[src/rtl/result_serializer_if.sv]
// Capture/serial-stream bus between the compressor harness and result_serializer.
// master: harness side (drives dst/capture/dout_ready); slave: the serializer.
interface result_serializer_if #(
  parameter int unsigned NUM_COLS  = 39,
  parameter int unsigned COL_WIDTH = 1
);
  localparam int unsigned TOTAL = NUM_COLS * COL_WIDTH;

  logic [TOTAL-1:0] dst;
  logic             capture;
  logic             dout;
  logic             dout_valid;
  logic             dout_ready;
  logic             dout_last;
  logic             busy;
  logic             overrun;

  modport master (
    output dst,
    output capture,
    output dout_ready,
    input  dout,
    input  dout_valid,
    input  dout_last,
    input  busy,
    input  overrun
  );

  modport slave (
    input  dst,
    input  capture,
    input  dout_ready,
    output dout,
    output dout_valid,
    output dout_last,
    output busy,
    output overrun
  );
endinterface

[src/rtl/result_serializer.sv]
// Snapshots the flattened compressor result on capture and streams it LSB-first, one bit per beat.
// Optional trailing even-parity beat when RESULT_SERIALIZER_PARITY_EN is defined.
module result_serializer #(
  parameter int unsigned NUM_COLS  = 39,
  parameter int unsigned COL_WIDTH = 1
) (
  input  logic                clk,
  input  logic                rst_n,
  result_serializer_if.slave  s_bus
);
  localparam int unsigned TOTAL = NUM_COLS * COL_WIDTH;
  localparam int unsigned CNT_W = $clog2(TOTAL + 1);

  typedef enum logic [1:0] {
    ST_IDLE  = 2'd0,
`ifdef RESULT_SERIALIZER_PARITY_EN
    ST_PARITY = 2'd2,
`endif
    ST_SHIFT = 2'd1
  } state_t;

  state_t           r_state;
  logic [TOTAL-1:0] r_sreg;
  logic [CNT_W-1:0] r_cnt;
  logic             r_dout;
  logic             r_valid;
  logic             r_last;
  logic             r_busy;
  logic             r_overrun;

  state_t           w_state_nxt;
  logic [TOTAL-1:0] w_sreg_nxt;
  logic [CNT_W-1:0] w_cnt_nxt;
  logic             w_dout_nxt;
  logic             w_valid_nxt;
  logic             w_last_nxt;
  logic             w_busy_nxt;
  logic             w_overrun_nxt;
  logic             w_fire;
  logic             w_last_data;
  logic             w_frame_end;

`ifdef RESULT_SERIALIZER_PARITY_EN
  logic             r_par;
  logic             w_par_nxt;
`endif

  assign w_fire      = r_valid && s_bus.dout_ready;
  assign w_last_data = (r_cnt == CNT_W'(TOTAL - 1));

  // State and output registers; outputs are precomputed from next-state values.
  always_ff @(posedge clk or negedge rst_n) begin
    if (!rst_n) begin
      r_state   <= ST_IDLE;
      r_sreg    <= '0;
      r_cnt     <= '0;
      r_dout    <= 1'b0;
      r_valid   <= 1'b0;
      r_last    <= 1'b0;
      r_busy    <= 1'b0;
      r_overrun <= 1'b0;
    end else begin
      r_state   <= w_state_nxt;
      r_sreg    <= w_sreg_nxt;
      r_cnt     <= w_cnt_nxt;
      r_dout    <= w_dout_nxt;
      r_valid   <= w_valid_nxt;
      r_last    <= w_last_nxt;
      r_busy    <= w_busy_nxt;
      r_overrun <= w_overrun_nxt;
    end
  end

`ifdef RESULT_SERIALIZER_PARITY_EN
  always_ff @(posedge clk or negedge rst_n) begin
    if (!rst_n) begin
      r_par <= 1'b0;
    end else begin
      r_par <= w_par_nxt;
    end
  end
`endif

  // Next-state, datapath and registered-output decode.
  always_comb begin
    w_state_nxt   = r_state;
    w_sreg_nxt    = r_sreg;
    w_cnt_nxt     = r_cnt;
    w_overrun_nxt = r_overrun;
    w_frame_end   = 1'b0;
    w_dout_nxt    = 1'b0;
    w_last_nxt    = 1'b0;
`ifdef RESULT_SERIALIZER_PARITY_EN
    w_par_nxt     = r_par;
`endif

    case (r_state)
      ST_IDLE: begin
        if (s_bus.capture) begin
          w_state_nxt = ST_SHIFT;
          w_sreg_nxt  = s_bus.dst;
          w_cnt_nxt   = '0;
`ifdef RESULT_SERIALIZER_PARITY_EN
          w_par_nxt   = ^s_bus.dst;
`endif
        end
      end
      ST_SHIFT: begin
        if (w_fire) begin
          w_sreg_nxt = r_sreg >> 1;
          w_cnt_nxt  = r_cnt + CNT_W'(1);
          if (w_last_data) begin
`ifdef RESULT_SERIALIZER_PARITY_EN
            w_state_nxt = ST_PARITY;
`else
            w_state_nxt = ST_IDLE;
            w_frame_end = 1'b1;
`endif
          end
        end
      end
`ifdef RESULT_SERIALIZER_PARITY_EN
      ST_PARITY: begin
        if (w_fire) begin
          w_state_nxt = ST_IDLE;
          w_frame_end = 1'b1;
        end
      end
`endif
      default: w_state_nxt = ST_IDLE;
    endcase

    // A capture while busy is only honoured on the cycle that retires the final beat.
    if ((r_state != ST_IDLE) && s_bus.capture) begin
      if (w_frame_end) begin
        w_state_nxt = ST_SHIFT;
        w_sreg_nxt  = s_bus.dst;
        w_cnt_nxt   = '0;
`ifdef RESULT_SERIALIZER_PARITY_EN
        w_par_nxt   = ^s_bus.dst;
`endif
      end else begin
        w_overrun_nxt = 1'b1;
      end
    end

    w_valid_nxt = (w_state_nxt != ST_IDLE);
    w_busy_nxt  = (w_state_nxt != ST_IDLE);

    if (w_state_nxt == ST_SHIFT) begin
      w_dout_nxt = w_sreg_nxt[0];
`ifndef RESULT_SERIALIZER_PARITY_EN
      w_last_nxt = (w_cnt_nxt == CNT_W'(TOTAL - 1));
`endif
    end
`ifdef RESULT_SERIALIZER_PARITY_EN
    if (w_state_nxt == ST_PARITY) begin
      w_dout_nxt = w_par_nxt;
      w_last_nxt = 1'b1;
    end
`endif
  end

  assign s_bus.dout       = r_dout;
  assign s_bus.dout_valid = r_valid;
  assign s_bus.dout_last  = r_last;
  assign s_bus.busy       = r_busy;
  assign s_bus.overrun    = r_overrun;

endmodule

[src/flat_wrapper.sv]
// flat-port wrapper written by rule: the top's interface ports become plain ports
module result_serializer_flat 
#(
  parameter int unsigned NUM_COLS  = 39,
  parameter int unsigned COL_WIDTH = 1
)
  (clk, rst_n, s_bus_dst, s_bus_capture, s_bus_dout_ready, s_bus_dout, s_bus_dout_valid, s_bus_dout_last, s_bus_busy, s_bus_overrun);
  result_serializer_if #(.NUM_COLS(NUM_COLS), .COL_WIDTH(COL_WIDTH)) s_bus_i ();
  input  logic clk;
  input  logic rst_n;
  input wire logic [$bits(s_bus_i.dst)-1:0] s_bus_dst;
  input wire logic [$bits(s_bus_i.capture)-1:0] s_bus_capture;
  input wire logic [$bits(s_bus_i.dout_ready)-1:0] s_bus_dout_ready;
  output wire logic [$bits(s_bus_i.dout)-1:0] s_bus_dout;
  output wire logic [$bits(s_bus_i.dout_valid)-1:0] s_bus_dout_valid;
  output wire logic [$bits(s_bus_i.dout_last)-1:0] s_bus_dout_last;
  output wire logic [$bits(s_bus_i.busy)-1:0] s_bus_busy;
  output wire logic [$bits(s_bus_i.overrun)-1:0] s_bus_overrun;
  assign s_bus_i.dst = s_bus_dst;
  assign s_bus_i.capture = s_bus_capture;
  assign s_bus_i.dout_ready = s_bus_dout_ready;
  assign s_bus_dout = s_bus_i.dout;
  assign s_bus_dout_valid = s_bus_i.dout_valid;
  assign s_bus_dout_last = s_bus_i.dout_last;
  assign s_bus_busy = s_bus_i.busy;
  assign s_bus_overrun = s_bus_i.overrun;
  result_serializer #(.NUM_COLS(NUM_COLS), .COL_WIDTH(COL_WIDTH)) u_core (.clk(clk), .rst_n(rst_n), .s_bus(s_bus_i));
endmodule
[config.mk]
export PLATFORM = sky130hd
export DESIGN_NAME = result_serializer_flat
export DESIGN_NICKNAME = d
export VERILOG_FILES = /design/src/rtl/result_serializer_if.sv /design/src/rtl/result_serializer.sv /design/src/flat_wrapper.sv
export SDC_FILE = /design/constraint.sdc
export NUM_CORES = 1
export LEC_CHECK = 0
export CAP_MARGIN = 10
export CORE_MARGIN = 5
export CORE_UTILIZATION = 40
export DETAILED_ROUTE_END_ITERATION = 16
export PLACE_DENSITY = 0.61
export SETUP_SLACK_MARGIN = 0.15
export SLEW_MARGIN = 0
export SYNTH_ARGS = -nofsm -noshare
export SYNTH_HDL_FRONTEND = slang
export SYNTH_SLANG_ARGS = --single-unit
export TNS_END_PERCENT = 20
[constraint.sdc]
create_clock -name clk -period 2.4 [get_ports clk]
set_input_delay 0.24 -clock clk [delete_from_list [all_inputs] [get_ports clk]]
set_output_delay 0.24 -clock clk [all_outputs]
set_load 0.02 [all_outputs]
# After elaboration in Yosys (flattened, before gate mapping)
# Cells that the tools add are included.
# totals
out_inout_bits	5
reg_bits	51
in_bits	43
# op_classes
addsub	1
n_eq_ne	4
reduce_logical	6
bitwise_logic	1
muxes	21
# ops
op	n
39-bit two-way mux	4
39-bit one-hot mux with 2 select lines	1
6-bit two-way mux	4
6-bit equality test, second input constant	2
6-bit one-hot mux with 2 select lines	1
2-bit two-way mux	5
6-bit by 1-bit adder with 6-bit output, second input constant	1
1-bit two-way mux	5
2-bit by 1-bit equality test with 1-bit output, second input constant	2
2-bit one-hot mux with 2 select lines	1
2-bit nonzero test	2
1-bit logical AND	2
2-bit zero test	1
2-bit AND reduction	1
1-bit NOT	1

# Longest topological paths before layout
# logic_depth
ltp_word	8
ltp_mapped	8

# Worst setup path before layout
# Ideal clock, no wire load.
# synth_timing
kind	reg2reg
from	register u_core.r_cnt[0]
to	register u_core.r_sreg[28]
synth_period_minus_slack_ps	1711
path_stages_with_launch	8
slack_ps	689
required_time_ps	2276
t_arrival_ps	1587
path_cell_list	dfrtp_1 > inv_1 > ha_1 > nand4b_2 > nor4_4 > buf_2 > buf_2 > o2bb2ai_1
# synth_via
elab_chain_len	6
# synth_lines
item	line	source
start, declared	result_serializer.sv:24	logic [CNT_W-1:0] r_cnt;
start signal, assigned	result_serializer.sv:65	r_cnt <= w_cnt_nxt;
6-bit equality test	result_serializer.sv:49	assign w_last_data = (r_cnt == CNT_W'(TOTAL - 1));
1-bit two-way mux	result_serializer.sv:112	if (w_last_data) begin
1-bit two-way mux	result_serializer.sv:109	if (w_fire) begin
1-bit two-way mux	result_serializer.sv:97	case (r_state)
39-bit two-way mux	result_serializer.sv:135	if (w_frame_end) begin
39-bit two-way mux	result_serializer.sv:134	if ((r_state != ST_IDLE) && s_bus.capture) begin
net u_core.w_sreg_nxt[28]	result_serializer.sv:32	logic [TOTAL-1:0] w_sreg_nxt;
end signal, assigned	result_serializer.sv:64	r_sreg <= w_sreg_nxt;
end, declared	result_serializer.sv:23	logic [TOTAL-1:0] r_sreg;
# The timed path passes the listed nets, and every way through them passes these cells.
# A chain may end at the register's enable or synchronous reset.

# Worst setup path after layout
# layout_timing
from	register u_core.r_cnt[0]
to	register u_core.r_sreg[20]
# Same word-level chain as after synthesis.

==> out/metrics.yaml <==
status:
  run_status: "finished, final reports clean"
critical_path:
  type_of_origin_of_the_critical_path: "flop"
  rr_startpoint: "u_core.r_cnt[0]$_DFF_PN0_"
  critical_path_peak_fanout: 25
  r2r_end: "u_core.r_sreg[20]$_DFF_PN0_"
  arrival_ps: 2040
  crit_chain: "inv_1 -> ha_1 -> nand4b_2 -> nor4_4 -> buf_4 -> o2bb2ai_1"
  timing.setup.critical_path_class: "reg -> reg"
  critical_path_top_delay_cell: "sky130_fd_sc_hd__dfrtp_1"
  ff2ff_setup_slack_ps: 540
  reg2regPathDepth: 6
  longest_individual_stage_delay_on_the_worst_path_ps: 440
  critical_path.endpoint_type: "flop"
  required_ps: 2590
detailed_routing:
  dr_total_vias: 1819
  route.detailed.vias_per_inst: 5.70
  number_of_detailed_route_iterations_in_the_first_pass: 4
  violation_count_after_the_first_detailed_routing_iteration: 91
  post-route-drc-count: 0
  avgRoutedWirePerCell_um: 16.7
  drt.antenna.violating_nets: 0
  routed_wirelength_mm: 5.33
clock_network:
  clock_tree.htree_level_count: 2
  clk_pin_slew_ps: 90
  cts-root-to-sink-buffers: 2
  cts_post_setup_buffers_inserted: 0
  cts_sinks: 51
  numCtsBuffers: 5
  tritoncts_clock_tree: "built"
  clock_tree.root_cell: "sky130_fd_sc_hd__clkbuf_8"
  worst_skew_pair.late_latency_ps: 300
die:
  rows: 28
  floorplan.die.height_um: 88.2
  die_w_um: 88.2
  boundaryPins: 48
  design.die.area_um2: 7790
  start_util_pct: 41.4
  floorplan.core_area_um2: 5920
timing:
  hold_slack_ps: 412
  finalCritPeriodShare_pct: 77.3
  setup-tns-final_ps: 0
  timing.final.max_slew_violations: 0
  final_period_minus_worst_setup_slack_ps: 1860
  rsz0062_at_grt: "no"
  achievable-frequency_ghz: 0.539
  post-route-worst-setup-slack_ps: 544
  worst_clock_skew_on_the_final_layout_ps: 9.37
  final-hold-violation-count: 0
  timing.final.setup_violations: 0
global_routing:
  grtUsageTotal_pct: 14.5
  grt_first_pass_wirelength_mm: 8.91
  grt_remaining_overflow: 0
  grt_max_degree: 41
  vias_in_the_first_global_route: 1850
  grt_antenna_before_repair: 0
pwr:
  pwr_density_cell_nw_per_um2: 664
  power.static_leakage_nw: 1.24
  vdd.ir_drop.worst_mv: 0.292
synth:
  synth.distinct_cells: 44
  synthCells: 203
  syn_area_um2: 2450
  synthesis.nets: 248
  synth.avg_cell_area_um2: 12.1
  synth-seq-cells: 51
  ys.warnings.count: 0
  yosys_most_used_dff: "sky130_fd_sc_hd__dfrtp_1"
  synth_async_sr_flop_share_pct: 100
  synth_enable_flop_cells: 0
  synth.yosys.seq_area_share_pct: 52.1
final_layout:
  final_net_count: 289
  drive_gt1_share_pct: 9.84
  area_growth_from_synthesis_to_layout_pct: 25.0
  diode_count: 0
  layout.cells.most_common: "sky130_fd_sc_hd__dfrtp_1"
  mostFrequentLayoutCells: "sky130_fd_sc_hd__dfrtp_1, sky130_fd_sc_hd__clkdlybuf4s50_1, sky130_fd_sc_hd__a22oi_1, sky130_fd_sc_hd__o2bb2ai_1, sky130_fd_sc_hd__a21oi_1"
place:
  port-buffer-count: 47
  place.gp.congestion: 0.815
  post-place-ws_ps: 416
  hpwl_mm: 3.50
flow_run:
  max_cap_viol_count: 0
min_path:
  holdCritPathClass: "in -> async"
-- worst max path at each step --
stage,cells past startpoint,to,start,slack (ps)
5_1_grt,4,u_core.s_bus.dout_last$_DFF_PN0_,u_core.r_state[1]$_DFF_PN0_,340
2_1_floorplan,7,u_core.r_sreg[28]$_DFF_PN0_,u_core.r_cnt[0]$_DFF_PN0_,690
4_1_cts,6,u_core.r_sreg[4]$_DFF_PN0_,u_core.r_cnt[0]$_DFF_PN0_,540
3_3_place_gp,5,u_core.r_sreg[4]$_DFF_PN0_,s_bus_dout_ready,430
3_5_place_dp,5,u_core.r_sreg[20]$_DFF_PN0_,s_bus_dout_ready,420
6_report,6,u_core.r_sreg[20]$_DFF_PN0_,u_core.r_cnt[0]$_DFF_PN0_,540
-- report_power, final --
part	total (mW)	switching (mW)	internal [mW]	leakage (nW)
clock network	0.579	0.274	0.305	0.0502
registers	1.09	0.0917	0.998	0.638
logic	0.363	0.159	0.204	0.549
total	2.03	0.524	1.51	1.24
-- layer usage --
metal / up-vias / global-route usage, % / share of wire [%]
met5: - / 0 / 0
met4: 0 / 5.36 / 0.53
met3: 2 / 2.79 / 4.1
met2: 48 / 23.0 / 48
met1: 876 / 19.9 / 47
li1: 893 / - / -
-- state kept, by name (all words and copies together), names as in the netlist --
register / flops
u_core.s_bus.dout_valid: 1
u_core.r_cnt: 6
u_core.s_bus.overrun: 1
u_core.s_bus.dout_last: 1
u_core.s_bus.dout: 1
u_core.r_sreg: 39
u_core.r_state: 2
-- area by class of cell --
| cell class | count | area, um^2 |
|---|---|---|
| Clock buffer | 5 | 68.8 |
| Multi-Input combinational cell | 128 | 1020 |
| Tap cell | 75 | 93.8 |
| Sequential cell | 51 | 1280 |
| Fill cell | 551 | 2860 |
| Timing Repair Buffer | 54 | 546 |
| Clock inverter | 2 | 37.5 |
| Inverter | 4 | 15.0 |
-- synthesized netlist by cell type, types with 2 or more instances --
cell type,n,area share (%)
sky130_fd_sc_hd__a21oi_1,6,1.2
sky130_fd_sc_hd__o21ba_2,2,0.82
sky130_fd_sc_hd__nand4_1,2,0.51
sky130_fd_sc_hd__a22oi_1,37,11
sky130_fd_sc_hd__buf_2,8,1.6
sky130_fd_sc_hd__ha_1,2,1.0
sky130_fd_sc_hd__buf_6,6,2.8
sky130_fd_sc_hd__dfrtp_1,51,52
sky130_fd_sc_hd__nor2_1,3,0.46
sky130_fd_sc_hd__o32a_1,2,0.82
sky130_fd_sc_hd__nor4_1,2,0.51
sky130_fd_sc_hd__and4b_1,2,0.82
sky130_fd_sc_hd__o211ai_1,2,0.61
sky130_fd_sc_hd__clkbuf_1,5,0.77
sky130_fd_sc_hd__o2bb2ai_1,37,13
sky130_fd_sc_hd__inv_1,4,0.61
sky130_fd_sc_hd__nor3_1,2,0.41
sky130_fd_sc_hd__o21ai_0,3,0.61
sky130_fd_sc_hd__nand2b_1,2,0.51
-- cells by family (layout without fill, tap and decap cells) --
family                   Yosys count  count (layout)  share of synthesized area (%)
other                              1               1                          0.153
AND/OR/NAND/NOR                   28              28                           8.94
AO/OA/AOI/OAI                     96              96                           31.3
multiplexers                       1               1                          0.409
flip-flops                        51              51                           52.1
adder cells (fa/ha/maj)            2               2                           1.02
buffers and inverters             24              65                           6.08
-- worst max-delay path, delay by kind of cell (launching register included) --
kind / cells / cell delay (ps)
AO/OA/AOI/OAI: 1 / 100
adder cells (fa/ha/maj): 1 / 160
buffers and inverters: 2 / 470
flip-flops: 1 / 440
AND/OR/NAND/NOR: 2 / 570
-- through the flow --
| step | instances | cell area [um^2] | power (mW) | utilization (%) |
|---|---|---|---|---|
| after detailed placement | 311 | 2940 | 1.47 | 49.7 |
| after global routing | 319 | 3060 | 2.16 | 51.7 |
| after floorplan | 203 | 2450 | 1.32 | - |
| final | 319 | 3060 | 2.03 | 51.7 |
| after CTS | 319 | 3060 | 2.06 | 51.7 |
| after global placement | 311 | 2940 | 1.46 | 49.7 |
-- timing repair --
action / CTS / global route
hold buffers: 1 / 0
endpoints found under the hold margin: 19 / 0
setup endpoints to repair: 0 / 0
gates resized for setup: 0 / 0
(Power assumes the default switching activity.)
